`src/rtl/control_race_multi_if.sv`:
```
// Datapath-facing bundle of the race controller: draw commands, move strobe
// and car addressing going out, drawer handshake and finish flags coming back.
interface control_race_multi_if #(
  parameter int NUM_CARS = 4
);
  localparam int SEL_W = $clog2(NUM_CARS);

  logic [NUM_CARS-1:0] win;
  logic                draw_done;
  logic                reset_signals;
  logic                draw_start_screen;
  logic                draw_background;
  logic                draw_car;
  logic                erase_car;
  logic                draw_win_screen;
  logic                plot;
  logic [SEL_W-1:0]    car_sel;
  logic                move_car;
  logic [1:0]          move_dir;

  modport master (
    input  win, draw_done,
    output reset_signals, draw_start_screen, draw_background, draw_car,
           erase_car, draw_win_screen, plot, car_sel, move_car, move_dir
  );

  modport slave (
    output win, draw_done,
    input  reset_signals, draw_start_screen, draw_background, draw_car,
           erase_car, draw_win_screen, plot, car_sel, move_car, move_dir
  );
endinterface

```
`src/rtl/control_race_multi.sv`:
```
// Game-flow controller for the multi-car race: start screen, countdown,
// per-frame erase/move/redraw of pending cars, win screen, draw watchdog.
// Command outputs are registered from the next state so they reflect the
// current state exactly and are all low while reset is held.
module control_race_multi #(
  parameter int NUM_CARS         = 4,
  parameter int COUNT_FROM       = 3,
  parameter int FRAMES_PER_COUNT = 60,
  parameter int DRAW_TIMEOUT     = 19200
) (
  input  logic                        Clock,
  input  logic                        resetn,
  input  logic                        start,
  input  logic                        frame_tick,
  input  logic [NUM_CARS-1:0]         fwd,
  input  logic [NUM_CARS-1:0]         left,
  input  logic [NUM_CARS-1:0]         right,
  control_race_multi_if.master        dp,
  output logic [2:0]                  countdown,
  output logic [$clog2(NUM_CARS)-1:0] winner_id,
  output logic                        timeout_err
);
  localparam int SEL_W = $clog2(NUM_CARS);
  localparam int WD_W  = $clog2(DRAW_TIMEOUT + 1);
  localparam int FC_W  = $clog2(FRAMES_PER_COUNT + 1);

  typedef enum logic [3:0] {
    S_START_SCREEN, S_WAIT_START, S_RESET_SIG, S_DRAW_BG, S_DRAW_ALL,
    S_COUNTDOWN, S_WAIT_FRAME, S_ERASE, S_MOVE, S_REDRAW, S_WIN_SCREEN
  } state_t;

  state_t              state, state_nxt;
  logic [SEL_W-1:0]    car_sel_q, car_sel_nxt;
  logic [SEL_W-1:0]    winner_q, winner_nxt;
  logic [NUM_CARS-1:0] pending_q, pending_nxt;
  logic [1:0]          dir_q   [NUM_CARS];
  logic [1:0]          dir_nxt [NUM_CARS];
  logic [2:0]          countdown_q;
  logic [FC_W-1:0]     fcnt_q;
  logic [WD_W-1:0]     wd_q;
  logic                is_draw, wd_hit, done_eff, lat_en;

  function automatic logic draw_state(input state_t s);
    return (s == S_START_SCREEN) || (s == S_DRAW_BG) || (s == S_DRAW_ALL) ||
           (s == S_ERASE) || (s == S_REDRAW) || (s == S_WIN_SCREEN);
  endfunction

  function automatic logic [SEL_W-1:0] lowest_set(input logic [NUM_CARS-1:0] v);
    logic [SEL_W-1:0] r;
    r = '0;
    for (int i = NUM_CARS - 1; i >= 0; i--)
      if (v[i]) r = SEL_W'(i);
    return r;
  endfunction

  assign is_draw  = draw_state(state);
  assign wd_hit   = is_draw && (wd_q == WD_W'(DRAW_TIMEOUT - 1));
  assign done_eff = is_draw && (dp.draw_done || wd_hit);
  assign lat_en   = (state == S_WAIT_FRAME) || (state == S_ERASE) ||
                    (state == S_MOVE) || (state == S_REDRAW);

  assign dp.car_sel = car_sel_q;
  assign countdown  = countdown_q;
  assign winner_id  = winner_q;

  // State, car index and winner registers
  always_ff @(posedge Clock or negedge resetn) begin
    if (!resetn) begin
      state     <= S_START_SCREEN;
      car_sel_q <= '0;
      winner_q  <= '0;
    end else begin
      state     <= state_nxt;
      car_sel_q <= car_sel_nxt;
      winner_q  <= winner_nxt;
    end
  end

  // Next-state logic; a watchdog expiry counts as draw_done
  always_comb begin
    state_nxt   = state;
    car_sel_nxt = car_sel_q;
    winner_nxt  = winner_q;
    case (state)
      S_START_SCREEN: if (done_eff) state_nxt = S_WAIT_START;
      S_WAIT_START:   if (start) state_nxt = S_RESET_SIG;
      S_RESET_SIG:    state_nxt = S_DRAW_BG;
      S_DRAW_BG: if (done_eff) begin
        state_nxt   = S_DRAW_ALL;
        car_sel_nxt = '0;
      end
      S_DRAW_ALL: if (done_eff) begin
        if (car_sel_q != SEL_W'(NUM_CARS - 1)) car_sel_nxt = car_sel_q + SEL_W'(1);
        else if (countdown_q != 3'd0)           state_nxt   = S_COUNTDOWN;
        else                                    state_nxt   = S_WAIT_FRAME;
      end
      S_COUNTDOWN: if (countdown_q == 3'd0) state_nxt = S_WAIT_FRAME;
      S_WAIT_FRAME: begin
        if (start) state_nxt = S_RESET_SIG;
        else if (frame_tick) begin
          if (|dp.win) begin
            state_nxt  = S_WIN_SCREEN;
            winner_nxt = lowest_set(dp.win);
          end else if (|pending_q) begin
            state_nxt   = S_ERASE;
            car_sel_nxt = lowest_set(pending_q);
          end
        end
      end
      S_ERASE: if (done_eff) state_nxt = S_MOVE;
      S_MOVE:  state_nxt = S_REDRAW;
      S_REDRAW: if (done_eff) begin
        if (|pending_q) begin
          state_nxt   = S_ERASE;
          car_sel_nxt = lowest_set(pending_q);
        end else begin
          state_nxt = S_WAIT_FRAME;
        end
      end
      S_WIN_SCREEN: if (done_eff) state_nxt = S_WAIT_START;
      default:      state_nxt = S_START_SCREEN;
    endcase
  end

  // Move-request latching: first request per car wins, a new request for the
  // car being moved re-arms it after its pending bit is cleared
  always_comb begin
    pending_nxt = pending_q;
    dir_nxt     = dir_q;
    if (state == S_RESET_SIG) begin
      pending_nxt = '0;
      for (int i = 0; i < NUM_CARS; i++) dir_nxt[i] = 2'b00;
    end else if (lat_en) begin
      if (state == S_MOVE) pending_nxt[car_sel_q] = 1'b0;
      for (int i = 0; i < NUM_CARS; i++) begin
        if ((fwd[i] || left[i] || right[i]) && !pending_nxt[i]) begin
          pending_nxt[i] = 1'b1;
          dir_nxt[i]     = fwd[i] ? 2'b00 : (left[i] ? 2'b01 : 2'b10);
        end
      end
    end
  end

  // Pending mask and per-car direction registers
  always_ff @(posedge Clock or negedge resetn) begin
    if (!resetn) begin
      pending_q <= '0;
      for (int i = 0; i < NUM_CARS; i++) dir_q[i] <= 2'b00;
    end else begin
      pending_q <= pending_nxt;
      dir_q     <= dir_nxt;
    end
  end

  // Countdown: load on signal reset, step down every FRAMES_PER_COUNT ticks
  always_ff @(posedge Clock or negedge resetn) begin
    if (!resetn) begin
      countdown_q <= 3'd0;
      fcnt_q      <= '0;
    end else if (state == S_RESET_SIG) begin
      countdown_q <= 3'(COUNT_FROM);
      fcnt_q      <= '0;
    end else if (state == S_COUNTDOWN && countdown_q != 3'd0 && frame_tick) begin
      if (fcnt_q == FC_W'(FRAMES_PER_COUNT - 1)) begin
        fcnt_q      <= '0;
        countdown_q <= countdown_q - 3'd1;
      end else begin
        fcnt_q <= fcnt_q + FC_W'(1);
      end
    end
  end

  // Draw watchdog: restarts for every drawn object, sticky error on expiry
  always_ff @(posedge Clock or negedge resetn) begin
    if (!resetn) begin
      wd_q        <= '0;
      timeout_err <= 1'b0;
    end else begin
      wd_q <= (is_draw && !done_eff) ? wd_q + WD_W'(1) : '0;
      if (state == S_RESET_SIG)           timeout_err <= 1'b0;
      else if (wd_hit && !dp.draw_done)   timeout_err <= 1'b1;
    end
  end

  // Moore command outputs, registered from the next state
  always_ff @(posedge Clock or negedge resetn) begin
    if (!resetn) begin
      dp.reset_signals     <= 1'b0;
      dp.draw_start_screen <= 1'b0;
      dp.draw_background   <= 1'b0;
      dp.draw_car          <= 1'b0;
      dp.erase_car         <= 1'b0;
      dp.draw_win_screen   <= 1'b0;
      dp.plot              <= 1'b0;
      dp.move_car          <= 1'b0;
      dp.move_dir          <= 2'b00;
    end else begin
      dp.reset_signals     <= (state_nxt == S_RESET_SIG);
      dp.draw_start_screen <= (state_nxt == S_START_SCREEN);
      dp.draw_background   <= (state_nxt == S_DRAW_BG);
      dp.draw_car          <= (state_nxt == S_DRAW_ALL) || (state_nxt == S_REDRAW);
      dp.erase_car         <= (state_nxt == S_ERASE);
      dp.draw_win_screen   <= (state_nxt == S_WIN_SCREEN);
      dp.plot              <= draw_state(state_nxt);
      dp.move_car          <= (state_nxt == S_MOVE);
      dp.move_dir          <= (state_nxt == S_MOVE) ? dir_nxt[car_sel_nxt] : 2'b00;
    end
  end
endmodule

```
`src/flat_wrapper.sv`:
```
// flat-port wrapper written by rule: the top's interface ports become plain ports
module control_race_multi_flat 
#(
  parameter int NUM_CARS         = 4,
  parameter int COUNT_FROM       = 3,
  parameter int FRAMES_PER_COUNT = 60,
  parameter int DRAW_TIMEOUT     = 19200
)
  (Clock, resetn, start, frame_tick, fwd, left, right, countdown, winner_id, timeout_err, dp_win, dp_draw_done, dp_reset_signals, dp_draw_start_screen, dp_draw_background, dp_draw_car, dp_erase_car, dp_draw_win_screen, dp_plot, dp_car_sel, dp_move_car, dp_move_dir);
  control_race_multi_if #(.NUM_CARS(NUM_CARS)) dp_i ();
  input  logic Clock;
  input  logic resetn;
  input  logic start;
  input  logic frame_tick;
  input  logic [NUM_CARS-1:0] fwd;
  input  logic [NUM_CARS-1:0] left;
  input  logic [NUM_CARS-1:0] right;
  output logic [2:0] countdown;
  output logic [$clog2(NUM_CARS)-1:0] winner_id;
  output logic timeout_err;
  input wire logic [$bits(dp_i.win)-1:0] dp_win;
  input wire logic [$bits(dp_i.draw_done)-1:0] dp_draw_done;
  output wire logic [$bits(dp_i.reset_signals)-1:0] dp_reset_signals;
  output wire logic [$bits(dp_i.draw_start_screen)-1:0] dp_draw_start_screen;
  output wire logic [$bits(dp_i.draw_background)-1:0] dp_draw_background;
  output wire logic [$bits(dp_i.draw_car)-1:0] dp_draw_car;
  output wire logic [$bits(dp_i.erase_car)-1:0] dp_erase_car;
  output wire logic [$bits(dp_i.draw_win_screen)-1:0] dp_draw_win_screen;
  output wire logic [$bits(dp_i.plot)-1:0] dp_plot;
  output wire logic [$bits(dp_i.car_sel)-1:0] dp_car_sel;
  output wire logic [$bits(dp_i.move_car)-1:0] dp_move_car;
  output wire logic [$bits(dp_i.move_dir)-1:0] dp_move_dir;
  assign dp_i.win = dp_win;
  assign dp_i.draw_done = dp_draw_done;
  assign dp_reset_signals = dp_i.reset_signals;
  assign dp_draw_start_screen = dp_i.draw_start_screen;
  assign dp_draw_background = dp_i.draw_background;
  assign dp_draw_car = dp_i.draw_car;
  assign dp_erase_car = dp_i.erase_car;
  assign dp_draw_win_screen = dp_i.draw_win_screen;
  assign dp_plot = dp_i.plot;
  assign dp_car_sel = dp_i.car_sel;
  assign dp_move_car = dp_i.move_car;
  assign dp_move_dir = dp_i.move_dir;
  control_race_multi #(.NUM_CARS(NUM_CARS), .COUNT_FROM(COUNT_FROM), .FRAMES_PER_COUNT(FRAMES_PER_COUNT), .DRAW_TIMEOUT(DRAW_TIMEOUT)) u_core (.Clock(Clock), .resetn(resetn), .start(start), .frame_tick(frame_tick), .fwd(fwd), .left(left), .right(right), .dp(dp_i), .countdown(countdown), .winner_id(winner_id), .timeout_err(timeout_err));
endmodule
```
`config.mk`:
```
export PLATFORM = sky130hd
export DESIGN_NAME = control_race_multi_flat
export DESIGN_NICKNAME = d
export VERILOG_FILES = /design/src/rtl/control_race_multi_if.sv /design/src/rtl/control_race_multi.sv /design/src/flat_wrapper.sv
export SDC_FILE = /design/constraint.sdc
export NUM_CORES = 1
export LEC_CHECK = 0
export ABC_AREA = 1
export CAP_MARGIN = 5
export CORE_ASPECT_RATIO = 0.75
export CORE_MARGIN = 4
export CORE_UTILIZATION = 39
export DETAILED_ROUTE_END_ITERATION = 12
export PLACE_DENSITY = 0.69
export SLEW_MARGIN = 20
export SYNTH_ARGS = -nofsm -noshare
export SYNTH_HDL_FRONTEND = slang
export SYNTH_SLANG_ARGS = --single-unit
```
`constraint.sdc`:
```
create_clock -name Clock -period 2.5 [get_ports Clock]
set_input_delay 0.25 -clock Clock [delete_from_list [all_inputs] [get_ports Clock]]
set_output_delay 0.25 -clock Clock [all_outputs]
set_load 0.02 [all_outputs]
```
; After elaboration in Yosys (flattened, before gate mapping)
; Cells that the tools add are included.
[totals]
regBits = 55
latchBits = 0
mem_bits_rw = 0
mem_bits_ro = 0
input_bits = 21
out_inout_bits = 18
wordCells = 175
mem_count = 0
[classes]
addsub = 4
mul = 0
div = 0
magnitude_cmp = 3
eq_ne = 20
n_shift = 0
muxes = 70
bitwise = 4
reduce_logical = 53
[ops]
columns = operator, n
row1 = 2-to-1 mux 4 bit, 17
row2 = 2-to-1 mux 2 bit, 32
row3 = one-hot mux 4 bit (10 select lines), 1
row4 = "equality test 4 x 3 -> 1 bit, second input constant", 6
row5 = "equality test 4 bit, second input constant", 6
row6 = logical OR 1 bit, 23
row7 = 2-to-1 mux 6 bit, 3
row8 = "equality test 4 x 2 -> 1 bit, second input constant", 4
row9 = 2-to-1 mux 8 bit, 2
row10 = "adder 15 x 1 -> 15 bit, second input constant", 1
row11 = "equality test 15 bit, second input constant", 1
row12 = 2-to-1 mux 15 bit, 1
row13 = logical AND 1 bit, 11
row14 = 2-to-1 mux 3 bit, 3
row15 = zero test 4 bit, 2
row16 = 2-to-1 mux 1 bit, 8
row17 = one-hot mux 2 bit (4 select lines), 1
row18 = nonzero test 2 bit, 4
row19 = OR reduction 4 bit, 2
row20 = "adder 6 x 1 -> 6 bit, second input constant", 1
row21 = "equality test 6 bit, second input constant", 1
row22 = zero test 1 bit, 6
row23 = bitwise AND 4 bit, 1
row24 = binary-select mux 2 bit (select 2 bit), 1
row25 = 16 further kinds, 16

; Depth between registers and ports, before layout
[logic_depth]
word_depth = 18
mapped_depth = 15
ltp_nobuf = 15

; Worst setup path after synthesis
; No wires, ideal clock.
[synth_timing]
path_type = reg2reg
start = register u_core.countdown_q[0] (netlist: u_core.countdown[0])
end = register u_core.dp.plot
setup_time_ns = 0.126
arrival_time_ns = 1.742
required_ns = 2.374
setup_slack_ns = 0.631
path_stages_with_launch = 12
n_path_buf = 0
synth_period_minus_slack_ns = 1.869
path_cell_list = dfrtp_1 > inv_1 > ha_1 > ha_1 > inv_1 > o211ai_1 > a31oi_1 > nand4_4 > nand3_2 > inv_2 > nand2_1 > nand3_1
[synth_between]
elab_chain_len = 11
elab_cells_between_ends = 18
cone_classes = eq/ne: 5 / mux: 5 / reduce/logical: 8
[synth_rtl]
columns = item, line
row1 = "start, declared", control_race_multi.sv:38  ; logic [2:0] countdown_q;
row2 = "start signal, assigned", control_race_multi.sv:161  ; countdown_q <= 3'(COUNT_FROM);
row3 = "start signal, assigned", control_race_multi.sv:166  ; countdown_q <= countdown_q - 3'd1;
row4 = nonzero test 3 bit, control_race_multi.sv:94  ; else if (countdown_q != 3'd0) state_nxt = S_COUNTDOWN;
row5 = 2-to-1 mux 2 bit, control_race_multi.sv:94
row6 = 2-to-1 mux 4 bit, control_race_multi.sv:93  ; if (car_sel_q != SEL_W'(NUM_CARS - 1)) car_sel_nxt = car_sel_q + SEL_W'(1);
row7 = 2-to-1 mux 4 bit, control_race_multi.sv:92  ; S_DRAW_ALL: if (done_eff) begin
row8 = one-hot mux 4 bit (10 select lines) (*), control_race_multi.sv:84  ; case (state)
row9 = via u_core.state_nxt[1], control_race_multi.sv:32  ; state_t state, state_nxt;
row10 = equality test 4 x 2 -> 1 bit / zero test 4 bit (equally long branches), control_race_multi.sv:44  ; return (s == S_START_SCREEN) || (s == S_DRAW_BG) || (s == S_DRAW_ALL) ||
row11 = logical OR 1 bit (3 in a row), control_race_multi.sv:44
row12 = logical OR 1 bit, control_race_multi.sv:45  ; (s == S_ERASE) || (s == S_REDRAW) || (s == S_WIN_SCREEN);
row13 = logical OR 1 bit (*), control_race_multi.sv:45
row14 = "end signal, assigned", control_race_multi.sv:204  ; dp.plot <= draw_state(state_nxt);
row15 = "end, declared", control_race_multi_if.sv:24  ; erase_car, draw_win_screen, plot, car_sel, move_car, move_dir
; Mark *: on every way through the listed nets, which the timed path passes. The rest lies on a longest branch.
; A chain may end at the register's enable or synchronous reset.

; Worst setup path after layout
[layout_timing]
start = register u_core.wd_q[0]
end = register u_core.dp.plot
[layout_between]
elab_chain_len = 12
elab_cells_between_ends = 21
cone_classes = eq/ne: 6 / mux: 6 / reduce/logical: 9
[layout_rtl]
columns = item, line
row1 = "start, declared", control_race_multi.sv:40  ; logic [WD_W-1:0] wd_q;
row2 = "start signal, assigned", control_race_multi.sv:179  ; wd_q <= (is_draw && !done_eff) ? wd_q + WD_W'(1) : '0;
row3 = equality test 15 bit (*), control_race_multi.sv:57  ; assign wd_hit = is_draw && (wd_q == WD_W'(DRAW_TIMEOUT - 1));
row4 = logical AND 1 bit (*), control_race_multi.sv:57
row5 = logical OR 1 bit (*), control_race_multi.sv:58  ; assign done_eff = is_draw && (dp.draw_done || wd_hit);
row6 = logical AND 1 bit (*), control_race_multi.sv:58
row7 = "2-to-1 mux 4 bit, on equally long branches", n/a
row8 = one-hot mux 4 bit (10 select lines) (*), control_race_multi.sv:84
row9 = via u_core.state_nxt[1], control_race_multi.sv:32
row10 = equality test 4 x 2 -> 1 bit / zero test 4 bit (equally long branches), control_race_multi.sv:44
row11 = logical OR 1 bit (3 in a row), control_race_multi.sv:44
row12 = logical OR 1 bit, control_race_multi.sv:45
row13 = logical OR 1 bit (*), control_race_multi.sv:45
; Marked as above.

==> impl_metrics.py <==
metrics = {
    "outcome": {
        "status": "complete, no violations",
    },
    "grt": {
        "grt_max_degree": 46,
        "grt_pass1_vias": 2791,
        "antenna_found_initial": 0,
        "grt_use_met3": 0.0333,
        "grt_overflow": 0,
        "top_usage_layer": "met2",
        "grt_pass1_wl_um": 12500,
        "track_usage": 0.154,
        "grt_use_met2": 0.235,
        "grt_use_met1": 0.220,
    },
    "routing": {
        "vias_per_cell": 4.87,
        "routed_wirelength_um": 7270,
        "drt_iter0_markers": 218,
        "num_vias": 2893,
        "firstDrtPassIters": 4,
        "route.detailed.drc": 0,
        "drtAntennaViolNets": 0,
        "avgRoutedWirePerCell_um": 12.2,
    },
    "critical_path": {
        "slowest_stage": "dfrtp_1",
        "ff2ff_setup_slack_ns": 0.41,
        "endpoint_kind": "flip-flop",
        "cp-start-kind": "flip-flop",
        "crit_path_max_incr_delay_ns": 0.38,
        "required_ns": 2.70,
        "path_max_fanout": 8,
        "cp_cell_sequence": "ha_1, nand3_1, nor2_1, nand2_1, a21oi_4, nand3b_1, nand4_4, clkinv_1, nand3_1, nand3_1",
        "reg2reg_depth": 10,
        "cp_common_cell": "nand3_1",
        "crit_type": "reg2reg",
        "r2r_start": "u_core.wd_q[0]",
        "arrival_ns": 2.28,
        "reg2reg_to": "u_core.dp.plot",
    },
    "timing": {
        "tightestPinTransition_ns": 0.566,
        "slew_viol_final": 0,
        "period_share": 0.834,
        "skew_ns": 0.00942,
        "fin_crit_ns": 2.09,
        "max_freq_mhz": 480,
        "max_slew_margin": 0.619,
        "fin_tns_setup_ns": 0,
        "finalHoldViolCount": 0,
        "rsz0062_at_grt": "false",
        "setup_viol": 0,
    },
    "power_and_ir_drop": {
        "power_frac_seq": 0.309,
        "p_int_mw": 2.35,
        "p_switching_mw": 1.99,
        "p_per_area_nw_per_um2": 1110,
        "pwr-share-clk": 0.141,
        "power_mw": 4.34,
        "peakVddDrop_uv": 535,
        "p_leak_nw": 1.97,
        "combPwrFrac": 0.549,
        "swShare": 0.459,
    },
    "layout": {
        "nNetsFinal": 513,
        "drive_above_1_share": 0.108,
        "final_area_um2": 3920,
        "diodes": 0,
        "syn2layout_area_growth_pct": 19.9,
    },
    "logic_synthesis": {
        "yosys_register_bits": 55,
        "syn_area_per_cell_um2": 7.41,
        "ys_async_sr_fraction": 1.00,
        "synth_area_um2": 3270,
        "synth_top_area_frac": 0.421,
        "synth_area_leaders": "dfrtp_1 42%, nand2_1 11%, inv_1 8.6%",
        "synth_edf_count": 0,
        "yosys.cell_count.top_type": "nand2_1",
        "ys_warn_count": 0,
        "syn_nets": 466,
        "synth_top_area_cell": "dfrtp_1",
        "synth_cells": 441,
        "ys_types": 46,
        "synthFlopType": "dfrtp_1",
        "ys_top_cells_by_count": "95 x nand2_1, 75 x inv_1, 61 x nor2_1",
        "seq_area_frac_synth": 0.421,
    },
    "floorplanning": {
        "die_x_um": 114,
        "ioPinCount": 39,
        "start_util": 0.408,
        "die_h_um": 87.3,
        "rows": 28,
        "core_um2": 8020,
        "die-area_um2": 9930,
    },
    "worst_hold_path": {
        "worstHoldPathCells": 1,
        "hp-start": "u_core.wd_q[0]",
        "min_to": "u_core.wd_q[0]",
        "hold_class": "reg2reg",
    },
    "clocking": {
        "htreeDepth": 2,
        "clock-sinks": 55,
        "cts_made_buffers": 5,
        "cts_tree": "done",
        "cts-root-buf": "clkbuf_8",
        "post_cts_resized": 0,
        "cts_buffer_depth": 2,
        "clock_latency_ns": 0.31,
        "clkTransAtPathRegs_ns": 0.10,
    },
    "place": {
        "dpl-instance-area_um2": 3790,
        "dp_hpwl_um": 5630,
        "port_buffers": 38,
        "place_congestion": 0.889,
    },
    "flow_run": {
        "maxCapViolations": 0,
    },
}
worst max-delay path by stage:
stage          cells after the start        endpoint  slack [ns]           startpoint
6_report                          10  u_core.dp.plot        0.41       u_core.wd_q[0]
5_1_grt                           12  u_core.dp.plot        0.16       u_core.wd_q[0]
4_1_cts                           10  u_core.dp.plot        0.40       u_core.wd_q[0]
3_5_place_dp                      10  u_core.dp.plot        0.37            dp_win[1]
3_3_place_gp                      10  u_core.dp.plot        0.40            dp_win[1]
2_1_floorplan                     11  u_core.dp.plot        0.63  u_core.countdown[0]
critical path: cells and delay by family (launching register included):
family / cells / cell delay, ns
AOI/OAI and AO/OA: 1 / 0.28
adders and majority gates: 1 / 0.18
buffers and inverters: 1 / 0.10
DFF: 1 / 0.38
and+or+nand+nor: 7 / 1.03
power groups by stage:
| stage | Combinational [mW] | Clock [mW] | Sequential [mW] |
|---|---|---|---|
| floorplan | 1.64 | 0 | 1.44 |
| global placement | 2.34 | 0 | 1.36 |
| detailed placement | 2.38 | 0 | 1.36 |
| CTS | 2.39 | 0.633 | 1.34 |
| global route | 2.70 | 0.663 | 1.37 |
| finish | 2.39 | 0.614 | 1.34 |
logic make-up after synthesis:
| family | count (synthesis) | synth area share |
|---|---|---|
| AO/OA/AOI/OAI | 60 | 0.126 |
| XOR/XNOR | 4 | 0.0107 |
| adder cells (fa/ha/maj) | 4 | 0.0153 |
| buffers and inverters | 85 | 0.0984 |
| flip-flops | 55 | 0.421 |
| AND/OR/NAND/NOR | 233 | 0.329 |
cells in the final DEF (no fill, tap or decap), types with 3 or more instances in the layout:
master,count
dfrtp_1,55
nor2_1,61
o211ai_1,5
nand2_2,8
clkbuf_8,6
nor3_1,10
ha_1,4
nor3b_1,5
a21oi_1,18
inv_1,75
xor2_1,3
nand3_1,31
o21ai_0,11
nand2_1,95
nor2_4,3
clkdlybuf4s50_1,37
inv_2,6
buf_4,4
nor2_2,7
state kept, by name, indices dropped and copies added (netlist names):
| signal | count |
|---|---|
| u_core.fcnt_q | 6 |
| u_core.dp.draw_start_screen | 1 |
| u_core.dp.plot | 1 |
| u_core.dp.reset_signals | 1 |
| u_core.dp.draw_background | 1 |
| u_core.winner_id | 2 |
| u_core.pending_q | 4 |
| u_core.state | 4 |
| u_core.timeout_err | 1 |
| u_core.dp.erase_car | 1 |
| u_core.dp.draw_car | 1 |
| u_core.dp.draw_win_screen | 1 |
| u_core.dp.move_car | 1 |
| u_core.countdown | 3 |
| u_core.dp.car_sel | 2 |
| u_core.dir_q | 8 |
| u_core.wd_q | 15 |
| u_core.dp.move_dir | 2 |
layer usage:
layer  up-vias  routed length [um]
met5         -                   0
met4         0                  82
met3        10                 446
met2        70                3120
met1      1316                3620
li1       1497                   -
cell type report:
cell class | count | area [um^2]
Inverter | 83 | 314
Fill cell | 811 | 4100
Multi-Input combinational cell | 301 | 1570
Tap cell | 105 | 131
Clock buffer | 6 | 82.6
Sequential cell | 55 | 1380
Timing Repair Buffer | 42 | 410
Clock inverter | 2 | 35.0
stage by stage:
stage	utilization	hold slack, ns	setup slack, ns	cells
after floorplan	-	-0.0456	0.631	441
after global placement	0.473	0.443	0.402	585
after detailed placement	0.473	0.452	0.374	585
after CTS	0.487	0.132	0.397	593
after global routing	0.489	0.513	0.162	594
final	0.489	0.462	0.415	594
what timing repair did:
action / in CTS / in global routing
endpoints found under the hold margin: 0 / 43
hold buffers: 0 / 1
setup buffers: 0 / 0
Power figures use the tool's default switching activity.
